**src/rtl/a2d_pkg.sv**
```systemverilog
// Shared types and helpers for the A2D scan interface: FSM state encoding,
// SPI frame constants and the A2D command word builder.
`timescale 1ns/1ps
package a2d_pkg;

    typedef enum logic [2:0] {
        IDLE,
        CMD,
        GAP,
        RD,
        DONE
    } state_t;

    localparam int SPI_FRAME_W = 16;
    localparam int GAP_CYC     = 2;

    // Command word: two zero bits, channel select, then eleven don't-care zeros
    function automatic logic [SPI_FRAME_W-1:0] build_cmd(input logic [2:0] ch);
        return {2'b00, ch, 11'b0};
    endfunction

endpackage

```
**src/rtl/a2d_spi_xfer.sv**
```systemverilog
// Single 16-bit SPI frame engine. A frame is a half-period porch with SCLK
// high, then 16 bits of (SCLK low half, SCLK high half). MOSI shifts on
// falling edges after the first, MISO is captured on rising edges, and SS_n
// rises at the end of the last high half. done is high in the final cycle.
`timescale 1ns/1ps
module a2d_spi_xfer
    import a2d_pkg::*;
#(
    parameter int SCLK_DIV = 32
) (
    input  logic                   clk,
    input  logic                   rst_n,
    input  logic                   wrt,
    input  logic [SPI_FRAME_W-1:0] cmd,
    input  logic                   MISO,
    output logic                   SS_n,
    output logic                   SCLK,
    output logic                   MOSI,
    output logic                   done,
    output logic [SPI_FRAME_W-1:0] rd_data
);

    localparam int HALF      = SCLK_DIV / 2;
    localparam int HW        = $clog2(HALF);
    localparam int LAST_HALF = 2 * SPI_FRAME_W;

    logic                   active_reg;
    logic                   ss_n_reg;
    logic                   sclk_reg;
    logic [SPI_FRAME_W-1:0] tx_reg;
    logic [SPI_FRAME_W-1:0] rx_reg;
    logic [HW-1:0]          hcnt_reg;
    logic [5:0]             half_reg;

    logic half_end;
    assign half_end = (hcnt_reg == HW'(HALF - 1));

    // Frame sequencing: half-period counter, SCLK edges, shift registers
    always_ff @(posedge clk or negedge rst_n) begin
        if (!rst_n) begin
            active_reg <= 1'b0;
            ss_n_reg   <= 1'b1;
            sclk_reg   <= 1'b1;
            tx_reg     <= '0;
            rx_reg     <= '0;
            hcnt_reg   <= '0;
            half_reg   <= '0;
        end else if (!active_reg) begin
            if (wrt) begin
                active_reg <= 1'b1;
                ss_n_reg   <= 1'b0;
                sclk_reg   <= 1'b1;
                tx_reg     <= cmd;
                hcnt_reg   <= '0;
                half_reg   <= '0;
            end
        end else if (!half_end) begin
            hcnt_reg <= hcnt_reg + 1'b1;
        end else begin
            hcnt_reg <= '0;
            if (half_reg == 6'(LAST_HALF)) begin
                active_reg <= 1'b0;
                ss_n_reg   <= 1'b1;
            end else begin
                half_reg <= half_reg + 6'd1;
                if (!half_reg[0]) begin
                    // Entering a low half: falling edge; first one keeps bit 15
                    sclk_reg <= 1'b0;
                    if (half_reg != 6'd0)
                        tx_reg <= {tx_reg[SPI_FRAME_W-2:0], 1'b0};
                end else begin
                    sclk_reg <= 1'b1;
                    rx_reg   <= {rx_reg[SPI_FRAME_W-2:0], MISO};
                end
            end
        end
    end

    assign SS_n    = ss_n_reg;
    assign SCLK    = sclk_reg;
    assign MOSI    = tx_reg[SPI_FRAME_W-1];
    assign rd_data = rx_reg;
    assign done    = active_reg && half_end && (half_reg == 6'(LAST_HALF));

endmodule

```
**src/rtl/a2d_scan_intf.sv**
```systemverilog
// A2D converter interface: single conversions on request or continuous
// round-robin scan, two SPI frames per conversion, per-channel result bank.
// Scan mode is present only when A2D_SCAN_EN is defined.
`timescale 1ns/1ps
module a2d_scan_intf
    import a2d_pkg::*;
#(
    parameter int NUM_CHNL = 8,
    parameter int RES_W    = 12,
    parameter int SCLK_DIV = 32
) (
    input  logic             clk,
    input  logic             rst_n,
    input  logic             strt_cnv,
    input  logic [2:0]       chnnl,
    input  logic             scan_en,
    input  logic             MISO,
    output logic             a2d_SS_n,
    output logic             SCLK,
    output logic             MOSI,
    output logic             busy,
    output logic             cnv_cmplt,
    output logic [RES_W-1:0] res,
    output logic [2:0]       res_chnl,
    output logic             chnl_err,
    input  logic [2:0]       rd_chnl,
    output logic [RES_W-1:0] rd_res
);

    localparam logic [3:0] NUM_CHNL_W = 4'(NUM_CHNL);

    state_t                 state_reg, state_next;
    logic [2:0]             cur_ch_reg, cur_ch_next;
    logic [1:0]             gap_cnt_reg, gap_cnt_next;
    logic                   chnl_err_reg, chnl_err_next;
    logic                   cnv_cmplt_reg;
    logic [RES_W-1:0]       res_reg;
    logic [2:0]             res_chnl_reg;
    logic [RES_W-1:0]       bank [NUM_CHNL];

    logic                   wrt;
    logic [2:0]             xfer_ch;
    logic                   load_res;
    logic                   xfer_done;
    logic [SPI_FRAME_W-1:0] rd_data;
    logic [RES_W-1:0]       res_new;

    assign res_new = rd_data[11 -: RES_W];

`ifdef A2D_SCAN_EN
    logic [2:0] ptr_reg, ptr_next, ptr_inc;
    assign ptr_inc = (ptr_reg == 3'(NUM_CHNL - 1)) ? 3'd0 : ptr_reg + 3'd1;
`else
    logic unused_scan_en;
    assign unused_scan_en = scan_en;
`endif

    logic unused_rd_data;
    assign unused_rd_data = ^rd_data;

    a2d_spi_xfer #(
        .SCLK_DIV (SCLK_DIV)
    ) u_xfer (
        .clk     (clk),
        .rst_n   (rst_n),
        .wrt     (wrt),
        .cmd     (build_cmd(xfer_ch)),
        .MISO    (MISO),
        .SS_n    (a2d_SS_n),
        .SCLK    (SCLK),
        .MOSI    (MOSI),
        .done    (xfer_done),
        .rd_data (rd_data)
    );

    // Next-state logic: request arbitration, frame sequencing, result load
    always_comb begin
        state_next    = state_reg;
        cur_ch_next   = cur_ch_reg;
        gap_cnt_next  = gap_cnt_reg;
        chnl_err_next = 1'b0;
        wrt           = 1'b0;
        load_res      = 1'b0;
        xfer_ch       = cur_ch_reg;
`ifdef A2D_SCAN_EN
        ptr_next      = ptr_reg;
`endif
        case (state_reg)
            IDLE: begin
                if (strt_cnv) begin
                    if ({1'b0, chnnl} < NUM_CHNL_W) begin
                        wrt         = 1'b1;
                        xfer_ch     = chnnl;
                        cur_ch_next = chnnl;
                        state_next  = CMD;
                    end else begin
                        chnl_err_next = 1'b1;
                    end
                end
`ifdef A2D_SCAN_EN
                else if (scan_en) begin
                    wrt         = 1'b1;
                    xfer_ch     = ptr_reg;
                    cur_ch_next = ptr_reg;
                    ptr_next    = ptr_inc;
                    state_next  = CMD;
                end
`endif
            end
            CMD: begin
                if (xfer_done) begin
                    gap_cnt_next = 2'd0;
                    state_next   = GAP;
                end
            end
            GAP: begin
                // SS_n already rose on the GAP entry edge; count out the gap
                if (gap_cnt_reg == 2'(GAP_CYC - 1)) begin
                    wrt        = 1'b1;
                    state_next = RD;
                end else begin
                    gap_cnt_next = gap_cnt_reg + 2'd1;
                end
            end
            RD: begin
                if (xfer_done)
                    state_next = DONE;
            end
            DONE: begin
                load_res   = 1'b1;
                state_next = IDLE;
`ifdef A2D_SCAN_EN
                // Continue scanning without an IDLE bubble
                if (scan_en) begin
                    wrt         = 1'b1;
                    xfer_ch     = ptr_reg;
                    cur_ch_next = ptr_reg;
                    ptr_next    = ptr_inc;
                    state_next  = CMD;
                end
`endif
            end
            default: state_next = IDLE;
        endcase
    end

    // Control and output registers
    always_ff @(posedge clk or negedge rst_n) begin
        if (!rst_n) begin
            state_reg     <= IDLE;
            cur_ch_reg    <= '0;
            gap_cnt_reg   <= '0;
            chnl_err_reg  <= 1'b0;
            cnv_cmplt_reg <= 1'b0;
            res_reg       <= '0;
            res_chnl_reg  <= '0;
        end else begin
            state_reg     <= state_next;
            cur_ch_reg    <= cur_ch_next;
            gap_cnt_reg   <= gap_cnt_next;
            chnl_err_reg  <= chnl_err_next;
            cnv_cmplt_reg <= load_res;
            if (load_res) begin
                res_reg      <= res_new;
                res_chnl_reg <= cur_ch_reg;
            end
        end
    end

`ifdef A2D_SCAN_EN
    // Round-robin scan pointer
    always_ff @(posedge clk or negedge rst_n) begin
        if (!rst_n)
            ptr_reg <= '0;
        else
            ptr_reg <= ptr_next;
    end
`endif

    // Per-channel result bank, written at conversion completion
    always_ff @(posedge clk or negedge rst_n) begin
        if (!rst_n) begin
            for (int i = 0; i < NUM_CHNL; i++)
                bank[i] <= '0;
        end else begin
            for (int i = 0; i < NUM_CHNL; i++)
                if (load_res && (cur_ch_reg == 3'(i)))
                    bank[i] <= res_new;
        end
    end

    // Asynchronous bank read; out-of-range index reads zero
    always_comb begin
        rd_res = '0;
        for (int i = 0; i < NUM_CHNL; i++)
            if (rd_chnl == 3'(i))
                rd_res = bank[i];
    end

    assign busy      = (state_reg != IDLE) || cnv_cmplt_reg;
    assign cnv_cmplt = cnv_cmplt_reg;
    assign res       = res_reg;
    assign res_chnl  = res_chnl_reg;
    assign chnl_err  = chnl_err_reg;

endmodule

```
**config.mk**
```make
export PLATFORM = sky130hd
export DESIGN_NAME = a2d_scan_intf
export DESIGN_NICKNAME = d
export VERILOG_FILES = /design/src/rtl/a2d_pkg.sv /design/src/rtl/a2d_spi_xfer.sv /design/src/rtl/a2d_scan_intf.sv
export SDC_FILE = /design/constraint.sdc
export NUM_CORES = 1
export LEC_CHECK = 0
export ABC_AREA = 1
export ABC_CLOCK_PERIOD_IN_PS = 3700
export BUFFER_PORTS_ARGS = -buffer_cell sky130_fd_sc_hd__buf_2
export CORE_MARGIN = 1
export CORE_UTILIZATION = 45
export CTS_CLUSTER_SIZE = 10
export DETAILED_ROUTE_END_ITERATION = 10
export GPL_TIMING_DRIVEN = 0
export PLACE_DENSITY = 0.6
export SKIP_LAST_GASP = 1
export SLEW_MARGIN = 20
export SYNTH_ARGS = -nofsm -noshare
export SYNTH_HDL_FRONTEND = slang
export SYNTH_SLANG_ARGS = --single-unit
```
**constraint.sdc**
```tcl
create_clock -name clk -period 3.7 [get_ports clk]
set_input_delay 0.555 -clock clk [delete_from_list [all_inputs] [get_ports clk]]
set_output_delay 0.555 -clock clk [all_outputs]
set_load 0.005 [all_outputs]
```
---- Word-level counts from Yosys, hierarchy flattened ----
Cells that the tools add are included.
storage, ports and cells
  flip-flop bits (word level) ............. 161
  input port bits ......................... 11
  logic and storage cells ................. 128
cells by class
  $add $sub $neg .......................... 3
  equality and inequality tests ........... 31
  multiplexer cells ....................... 48
  bitwise logic cells ..................... 1
  reduce and logical (&&, ||, !) cells .... 24
operators with widths
  kind                                                              count
  12-bit 2-to-1 mux                                                 8
  16-bit 2-to-1 mux                                                 6
  3-bit == test (second input constant)                             9
  6-bit 2-to-1 mux                                                  4
  3-bit by 2-bit == test with 1-bit output (second input constant)  6
  3-bit 2-to-1 mux                                                  6
  1-bit 2-to-1 mux                                                  16
  2-bit != test (second input constant)                             8
  4-bit 2-to-1 mux                                                  3
  3-bit case mux with 4 select lines                                1
  1-bit logical AND                                                 10
  3-bit by 1-bit == test with 1-bit output (second input constant)  3
  3-bit zero test                                                   3
  3-bit AND reduction                                               3
  4-bit AND reduction                                               2
  6-bit by 1-bit adder with 6-bit output (second input constant)    1
  6-bit == test (second input constant)                             1
  6-bit nonzero test                                                1
  5-bit AND reduction                                               1
  4-bit by 1-bit adder with 4-bit output (second input constant)    1
  4-bit == test (second input constant)                             1
  2-bit 2-to-1 mux                                                  2
  2-bit by 1-bit != test with 1-bit output (second input constant)  2
  2-bit case mux with 2 select lines                                1
  other kinds (7)                                                   8

---- Longest topological paths before layout ----
Gate-level depths: netlist of the first run.
  depth after elaboration ................. 9
  mapped depth ............................ 10
  gate-level depth less buffers ........... 10

---- Modules after synthesis ----
From an unflattened synthesis of the first run, not the netlist that was laid out.
second synthesis, totals
  cell total of the unflattened synthesis .. 880
  area total of the unflattened synthesis .. 7553.5 sq um
modules (own cells, without submodules)
  module         instances  cells an instance  area each (sq um)  seq. area each (sq um)
  a2d_scan_intf  1          601                5228.8             3002.9
  a2d_spi_xfer   1          279                2324.7             1128.6

---- Least setup slack after synthesis of the first run ----
Ideal clock, no wire load.
  kind .................................... in2out
  from .................................... input rd_chnl[0]
  to ...................................... output rd_res[10]
  data arrival time ....................... 1.465 ns
  required time ........................... 3.145 ns
  path slack .............................. 1.680 ns
  cell stages on the path ................. 7
  buffers on the path ..................... 2
  cells stage by stage .................... buf_2 -> nor2_1 -> clkbuf_1 -> nand3_1 -> nand4_1 -> nor2_1 -> nand4_1
on the way
  cells in the longest elaborated chain, start to end .. 9
ends and longest elaborated chain
  element                         RTL line              text
  start, declared                 a2d_scan_intf.sv:26   input logic [2:0] rd_chnl,
  3-bit zero test                 a2d_scan_intf.sv:196  if (rd_chnl == 3'(i))
  12-bit 2-to-1 mux (7 in a row)  a2d_scan_intf.sv:196
  12-bit 2-to-1 mux *             a2d_scan_intf.sv:196
  end, declared                   a2d_scan_intf.sv:27   output logic [RES_W-1:0] rd_res
Mark *: on every way between the ends. The rest lies on a longest branch, timed or not.

---- Worst setup path after layout of the first run ----
  from .................................... input rd_chnl[2]
  to ...................................... output rd_res[3]
The elaborated chain is that of the path after synthesis.

==> qor.tcl, run 1 <==
set qor(outcome) {finished, final reports clean}
set qor(critical_path.slowest_cell) {clkbuf_1}
set qor(worst_slack_on_hold_paths_ps) 36.7
set qor(xor_and_xnor_fraction_of_the_mapped_netlist_area_pct) 0.659
set qor(synth-compound-area-share_pct) 10.5
set qor(r2r_setup_slack_ps) 1800
set qor(die_height_um) 124
set qor(post_cts_resized) 0
set qor(vias_in_the_first_global_route) 5276
set qor(finalNetCount) 844
set qor(final_core_utilization_pct) 53.5
set qor(critPathCaptureType) {output pin}
set qor(combinational_family_with_the_most_area_after_synthesis) {simple AND/OR/NAND/NOR gates}
set qor(place.gp.congestion) 0.942
set qor(avgRoutedWirePerCell_um) 17.7
set qor(crit_chain) {buf_2 > inv_1 > buf_2 > clkbuf_1 > nand4_1 > nand4_1 > nor2_1 > nand4_1 > buf_2}
set qor(clkSinkCount) 150
set qor(drt_drc_violations_left) 0
set qor(synthFlopType) {dfrtp_1}
set qor(hold_path_class) {input port to async pin}
set qor(antenna_found_initial) 0
set qor(rows) 44
set qor(die_width_um) 124
set qor(route.antenna.remaining_nets) 0
set qor(total_power_mw) 3.59
set qor(dpl.hpwl_um) 12400
set qor(crit_path_start_kind) {input port}
set qor(final_min_period_over_clock_period_pct) 72.3
set qor(synth_simple_gate_area_share_pct) 25.5
set qor(synth_fa_ha_area_share_pct) 0.753
set qor(place_inst) 994
set qor(stdcell_count) 1026
set qor(drt_iter0_markers) 532
set qor(critical_path_cell_count) 9
set qor(worst_skew_pair.late_latency_ps) 430
set qor(critical_path_peak_fanout) 10
set qor(post_cts_hold_buffer_count) 0
set qor(grt_first_pass_wirelength_um) 28800
set qor(clockPowerShare_pct) 51.8
set qor(layout-drive-gt1-share_pct) 12.1
set qor(synth_fp_nets) 785
set qor(timing.clock.skew_ps) 8.89
set qor(p_seq_share_pct) 45.7
set qor(clock.fmax_ghz) 0.374
set qor(vdd_ir_drop_max_mv) 0.429
set qor(flow.area_growth_from_synthesis_pct) 16.4
set qor(ys_async_sr_fraction_pct) 100
set qor(net-switching-power_uw) 794
set qor(critical_path.reg2reg.startpoint) {state_reg[0]}
set qor(time_the_worst_path_needs_with_i_o_delays_and_setup_ps) 2670
set qor(synth_sequential_area_ratio_pct) 56.5
set qor(crit_end) {rd_res[3]}
set qor(number_of_buffer_and_inverter_stages_on_the_critical_path) 5
set qor(design.die.area_mm2) 0.0153
set qor(final.setup.tns_ps) 0
set qor(post-synth-top-area-fraction_pct) 55.7
set qor(cellPowerDensity_mw_per_mm2) 464
set qor(path_clk_slew_ps) 60
set qor(synth_edf_count) 0
set qor(slew_violations) 0
set qor(power_leakage_nw) 3.65
set qor(numCtsBuffers) 17
set qor(r2r-end) {bank[58]}
set qor(synth_seq_cells) 150
set qor(setup.worst_path.start) {rd_chnl[2]}
set qor(critPathTopFamily) {buffers and inverters}
set qor(placeableCoreArea_mm2) 0.0145
set qor(timing.max_cap.violations) 0
set qor(post_synth.cell_area_avg_um2) 8.63
set qor(post_synth_num_cell_types) 34
set qor(timing.final.hold_violations) 0
set qor(fill_cells) 1349
set qor(io_buffer_count) 39
set qor(rr_worst_depth) 7
set qor(drt-total-wl_um) 18100
set qor(cts_tree) {built}
set qor(overflow) 0
set qor(initial_core_util_pct) 45.9
set qor(slew-limit-headroom_pct) 54.8
set qor(synth.top_cells.by_area) {dfrtp_1 56%, nand2_1 10%, o21ai_0 7.0%}
set qor(synth.area.mux_share_pct) 0
set qor(syn_inst) 770
set qor(cellInternalPower_mw) 2.80
set qor(synthMostInstantiatedCell) {nand2_1}
set qor(antenna_diodes) 0
set qor(grt_max_degree) 92
set qor(vias_per_cell) 5.50
set qor(max_stage_delay_ps) 390
set qor(clock-root-buffer) {clkbuf_16}
set qor(top_level_ports) 44
set qor(detail_route.first_pass.iterations) 5
set qor(worstPathArrival_ps) 2120
set qor(num_vias) 5638
set qor(cts-root-to-sink-buffers) 2
set qor(synth_area_leader_cell) {dfrtp_1}
set qor(post_cts.repair.setup_buffers) 0
set qor(switching_share_pct) 22.1
set qor(setup_viol) 0
set qor(htree_num_levels) 4
set qor(syn-cell-area_mm2) 0.00665
set qor(crit_required_ps) 3140
set qor(number_of_flip_flops_under_the_largest_register_name) 96
set qor(synth.cells.most_frequent) {183 x nand2_1, 148 x dfrtp_1, 93 x o21ai_0}
set qor(grt_setup_unrepaired) {no}
set qor(yosysWarnings) 0
set qor(setup.worst_path.class) {input port to output pin}
set qor(combPwrFrac_pct) 2.5
set qor(grt_usage_pct) 25.7
set qor(worst_pin_slew_ps) 678
## metal layers
layer	vias up	wire length (um)	track usage [%]
met4	0	543	10.6
li1	2689	-	-
met2	149	8570	40.3
met3	35	900	5.40
met1	2765	8120	34.7
met5	-	0	0
## how the worst min path moves through the flow
stage / from / slack (ps) / to
global route: rst_n / 90 / bank[55]
global placement: u_xfer.tx_reg[11] / 460 / u_xfer.tx_reg[11]
CTS: rst_n / 70 / bank[55]
finish: rst_n / 40 / bank[55]
detailed placement: u_xfer.SCLK / 470 / u_xfer.SCLK
floorplan: rst_n / 260 / bank[0]
## cell type report
class	instances	area (um^2)	share of cell area [%]
flip-flops and latches	150	3760	48.5
multi-input cells	524	2490	32.2
clock buffers	19	433	5.59
repair buffers	40	233	3.01
well taps	184	230	2.97
plain buffers	43	201	2.60
inverters	53	199	2.57
clock inverters	13	196	2.54
## cell usage in the layout (no fill, tap or decap), drive strengths merged, types with 3 or more instances in the layout
master	count
inv	46
buf	59
xor2	4
a21oi	42
bufinv	4
nor2	82
ha	4
nand2	186
nand4	72
nor3	6
clkinv	15
clkbuf	43
dfrtp	148
o21ai	93
or2	3
nand3	24
## through the flow
stage | worst slack, ps | area (um^2)
floorplan | 1680 | 6650
global route | 929 | 7740
detailed placement | 1130 | 7110
global placement | -31.3 | 7070
finish | 1030 | 7740
CTS | 1110 | 7740
## power groups by stage
stage               logic [mW]  clock network, mW  registers, mW
finish                  0.0892               1.86           1.64
floorplan               0.0333                  0           1.67
global placement        0.0838                  0           1.67
global route             0.102               1.95           1.64
CTS                     0.0908               1.88           1.64
detailed placement      0.0905                  0           1.67
## cell families (layout without fill, tap and decap cells)
| family | Yosys count | count (layout) |
|---|---|---|
| flip-flops | 150 | 150 |
| buffers and inverters | 96 | 168 |
| XOR/XNOR | 5 | 5 |
| adder cells (fa/ha/maj) | 4 | 4 |
| other | 1 | 1 |
| AO/OA/AOI/OAI | 138 | 138 |
| AND/OR/NAND/NOR | 376 | 376 |
Power figures use the tool's default switching activity.
==> inputs of run 2 (changes only) <==
--- a/config.mk
+++ b/config.mk
@@ -6,7 +6,7 @@
 export NUM_CORES = 1
 export LEC_CHECK = 0
 export ABC_AREA = 1
-export ABC_CLOCK_PERIOD_IN_PS = 3700
+export ABC_CLOCK_PERIOD_IN_PS = 2490
 export BUFFER_PORTS_ARGS = -buffer_cell sky130_fd_sc_hd__buf_2
 export CORE_MARGIN = 1
 export CORE_UTILIZATION = 45
==> constraint.sdc (replaced) <==
create_clock -name clk -period 2.49 [get_ports clk]
set_input_delay 0.3735 -clock clk [delete_from_list [all_inputs] [get_ports clk]]
set_output_delay 0.3735 -clock clk [all_outputs]
set_load 0.005 [all_outputs]
==> qor.tcl, run 2 (synthesis gave the netlist of run 1 again) <==
set qor(final_cell_mix) {183 x nand2_1, 148 x dfrtp_1, 93 x o21ai_0}
set qor(flow.area_growth_from_synthesis_pct) 16.6
set qor(setup.worst_path.class) {input port to output pin}
set qor(drt_iter0_markers) 493 ;# -7.3%
set qor(numCtsBuffers) 17 ;# unchanged
set qor(crit_path_start_kind) {input port}
set qor(hold_path_class) {input port to flip-flop}
set qor(worst_slack_on_hold_paths_ps) 238 ;# +201 ps
set qor(design.die.area_mm2) 0.0153 ;# unchanged
set qor(initial_core_util_pct) 45.9 ;# unchanged
set qor(io_buffer_count) 39 ;# unchanged
set qor(crit_required_ps) 2120 ;# -1020 ps
set qor(clock-root-buffer) {clkbuf_16}
set qor(final_area_mm2) 0.00775 ;# +0.13%
set qor(clkSinkCount) 150 ;# unchanged
set qor(grt_first_pass_wirelength_um) 28800 ;# about the same
set qor(drt_drc_violations_left) 0 ;# unchanged
set qor(final_min_period_over_clock_period_pct) 92.3
set qor(drt-total-wl_um) 18100 ;# -0.19%
set qor(slew-limit-headroom_pct) 55.2 ;# +0.36 points
set qor(clock.fmax_ghz) 0.435
set qor(die_width_um) 124 ;# unchanged
set qor(dpl.hpwl_um) 12400 ;# unchanged
set qor(postPlaceCellArea_mm2) 0.00711 ;# unchanged
set qor(worst_skew_pair.late_latency_ps) 430 ;# about the same
set qor(worstPathArrival_ps) 1920 ;# -200 ps
set qor(cts-root-to-sink-buffers) 2 ;# unchanged
set qor(cellInternalPower_mw) 4.16 ;# +49%
set qor(time_the_worst_path_needs_with_i_o_delays_and_setup_ps) 2300
set qor(vdd_ir_drop_max_mv) 0.636 ;# +48%
set qor(cts_tree) {built}
set qor(mostFrequentLayoutCell) {nand2_1}
set qor(combPwrFrac_pct) 2.5 ;# about the same
set qor(num_vias) 5599 ;# -0.69%
set qor(net-switching-power_mw) 1.18 ;# +49%
set qor(critical_path_peak_fanout) 10 ;# unchanged
set qor(pre_cts_ws_ps) 279 ;# -847 ps
set qor(antenna_found_initial) 0 ;# unchanged
set qor(timing.hold.worst_path_depth) 3
set qor(detail_route.first_pass.iterations) 5 ;# unchanged
set qor(timing.max_cap.violations) 0 ;# unchanged
set qor(die_height_um) 124 ;# unchanged
set qor(htree_num_levels) 4 ;# unchanged
set qor(avgRoutedWirePerCell_um) 17.6 ;# -0.28%
set qor(vias_in_the_first_global_route) 5288 ;# +0.23%
set qor(grt_max_degree) 92 ;# unchanged
set qor(post_cts.repair.setup_buffers) 0 ;# unchanged
set qor(timing.final.hold_violations) 0 ;# unchanged
set qor(rows) 44 ;# unchanged
set qor(clockPowerShare_pct) 51.8 ;# about the same
set qor(p_seq_share_pct) 45.7 ;# about the same
set qor(place_inst) 994 ;# unchanged
set qor(top_level_ports) 44 ;# unchanged
set qor(finalNetCount) 845 ;# +0.12%
set qor(cellPowerDensity_mw_per_mm2) 689 ;# +49%
set qor(stdcell_count) 1027 ;# +0.097%
set qor(critPathCaptureType) {output pin}
set qor(outcome) {finished, final reports clean}
set qor(max_stage_delay_ps) 380 ;# about the same
set qor(final_critical_path_setup_slack_ps) 192 ;# -834 ps
set qor(final.setup.tns_ps) 0 ;# unchanged
set qor(grt_setup_unrepaired) {no}
set qor(place.gp.congestion) 0.942 ;# unchanged
set qor(number_of_flip_flops_under_the_largest_register_name) 96 ;# unchanged
set qor(vias_per_cell) 5.45 ;# -0.79%
set qor(slew_violations) 0 ;# unchanged
set qor(switching_share_pct) 22.1 ;# +0.039 points
set qor(fill_cells) 1348 ;# -0.074%
set qor(route.antenna.remaining_nets) 0 ;# unchanged
set qor(crit_chain) {buf_2 > inv_1 > buf_2 > buf_1 > nand4_1 > nand4_1 > nor2_1 > nand4_1 > buf_2}
set qor(grt_usage_pct) 25.8 ;# about the same
set qor(power_leakage_nw) 3.65 ;# +0.11%
set qor(setup_viol) 0 ;# unchanged
set qor(antenna_diodes) 0 ;# unchanged
set qor(timing.clock.skew_ps) 7.65 ;# -1.24 ps
set qor(worst_pin_slew_ps) 673 ;# -5.39 ps
set qor(critical_path.slowest_cell) {buf_1}
set qor(layout-drive-gt1-share_pct) 12.1 ;# -0.014 points
set qor(overflow) 0 ;# unchanged
set qor(path_clk_slew_ps) 60 ;# about the same
set qor(placeableCoreArea_mm2) 0.0145 ;# unchanged
set qor(rr_worst_depth) 7 ;# unchanged
run 2: path summary, 6_finish.rpt:
| path | startpoint | slack [ps] | endpoint |
|---|---|---|---|
| hold reg to reg | u_xfer.SCLK | 470 | u_xfer.SCLK |
| setup / recovery | rd_chnl[2] | 190 | rd_res[6] |
| min in group asynchronous | rst_n | 450 | bank[55] |
| hold / removal | MISO | 240 | u_xfer.rd_data[0] |
| setup reg to reg | state_reg[0] | 580 | bank[58] |
| max in group asynchronous | rst_n | 1220 | u_xfer.SCLK |
run 2: per-stage QoR:
stage	total power, mW	utilization (%)
4_1_cts	5.37	53.5
3_5_place_dp	2.62	49.1
5_1_grt	5.49	53.5
2_1_floorplan	2.54	-
6_report	5.34	53.5
3_3_place_gp	2.61	48.9
run 2: timing repair:
action,in CTS,in global routing
hold buffers,1,0
hold endpoints to repair,59,0
gates resized for setup,0,0
run 2: area by class of cell:
type                            count  area [um^2]  share of cell area (%)
Inverter                           53          199                    2.57
Clock inverter                     13          196                    2.53
Multi-Input combinational cell    524         2490                    32.1
Buffer                             43          201                    2.60
Timing Repair Buffer               41          243                    3.13
Sequential cell                   150         3760                    48.5
Clock buffer                       19          433                    5.59
Tap cell                          184          230                    2.97
run 2: critical path, delay by kind of cell:
family	cells	cell delay [ps]
and+or+nand+nor	4	550
buffers and inverters	5	1000
run 2: per-layer routing:
metal / track usage [%] / wire length [um] / up-vias
met5: 0 / 0 / -
met4: 10.6 / 544 / 0
met3: 5.40 / 968 / 34
met2: 40.4 / 8510 / 168
met1: 34.7 / 8070 / 2713
li1: - / - / 2684
run 2: power by group through the flow:
stage               Combinational [mW]  Sequential (mW)  Clock, mW
floorplan                       0.0495             2.49          0
global placement                 0.125             2.49          0
detailed placement               0.134             2.49          0
CTS                              0.136             2.44       2.80
global route                     0.154             2.44       2.90
finish                           0.134             2.44       2.77
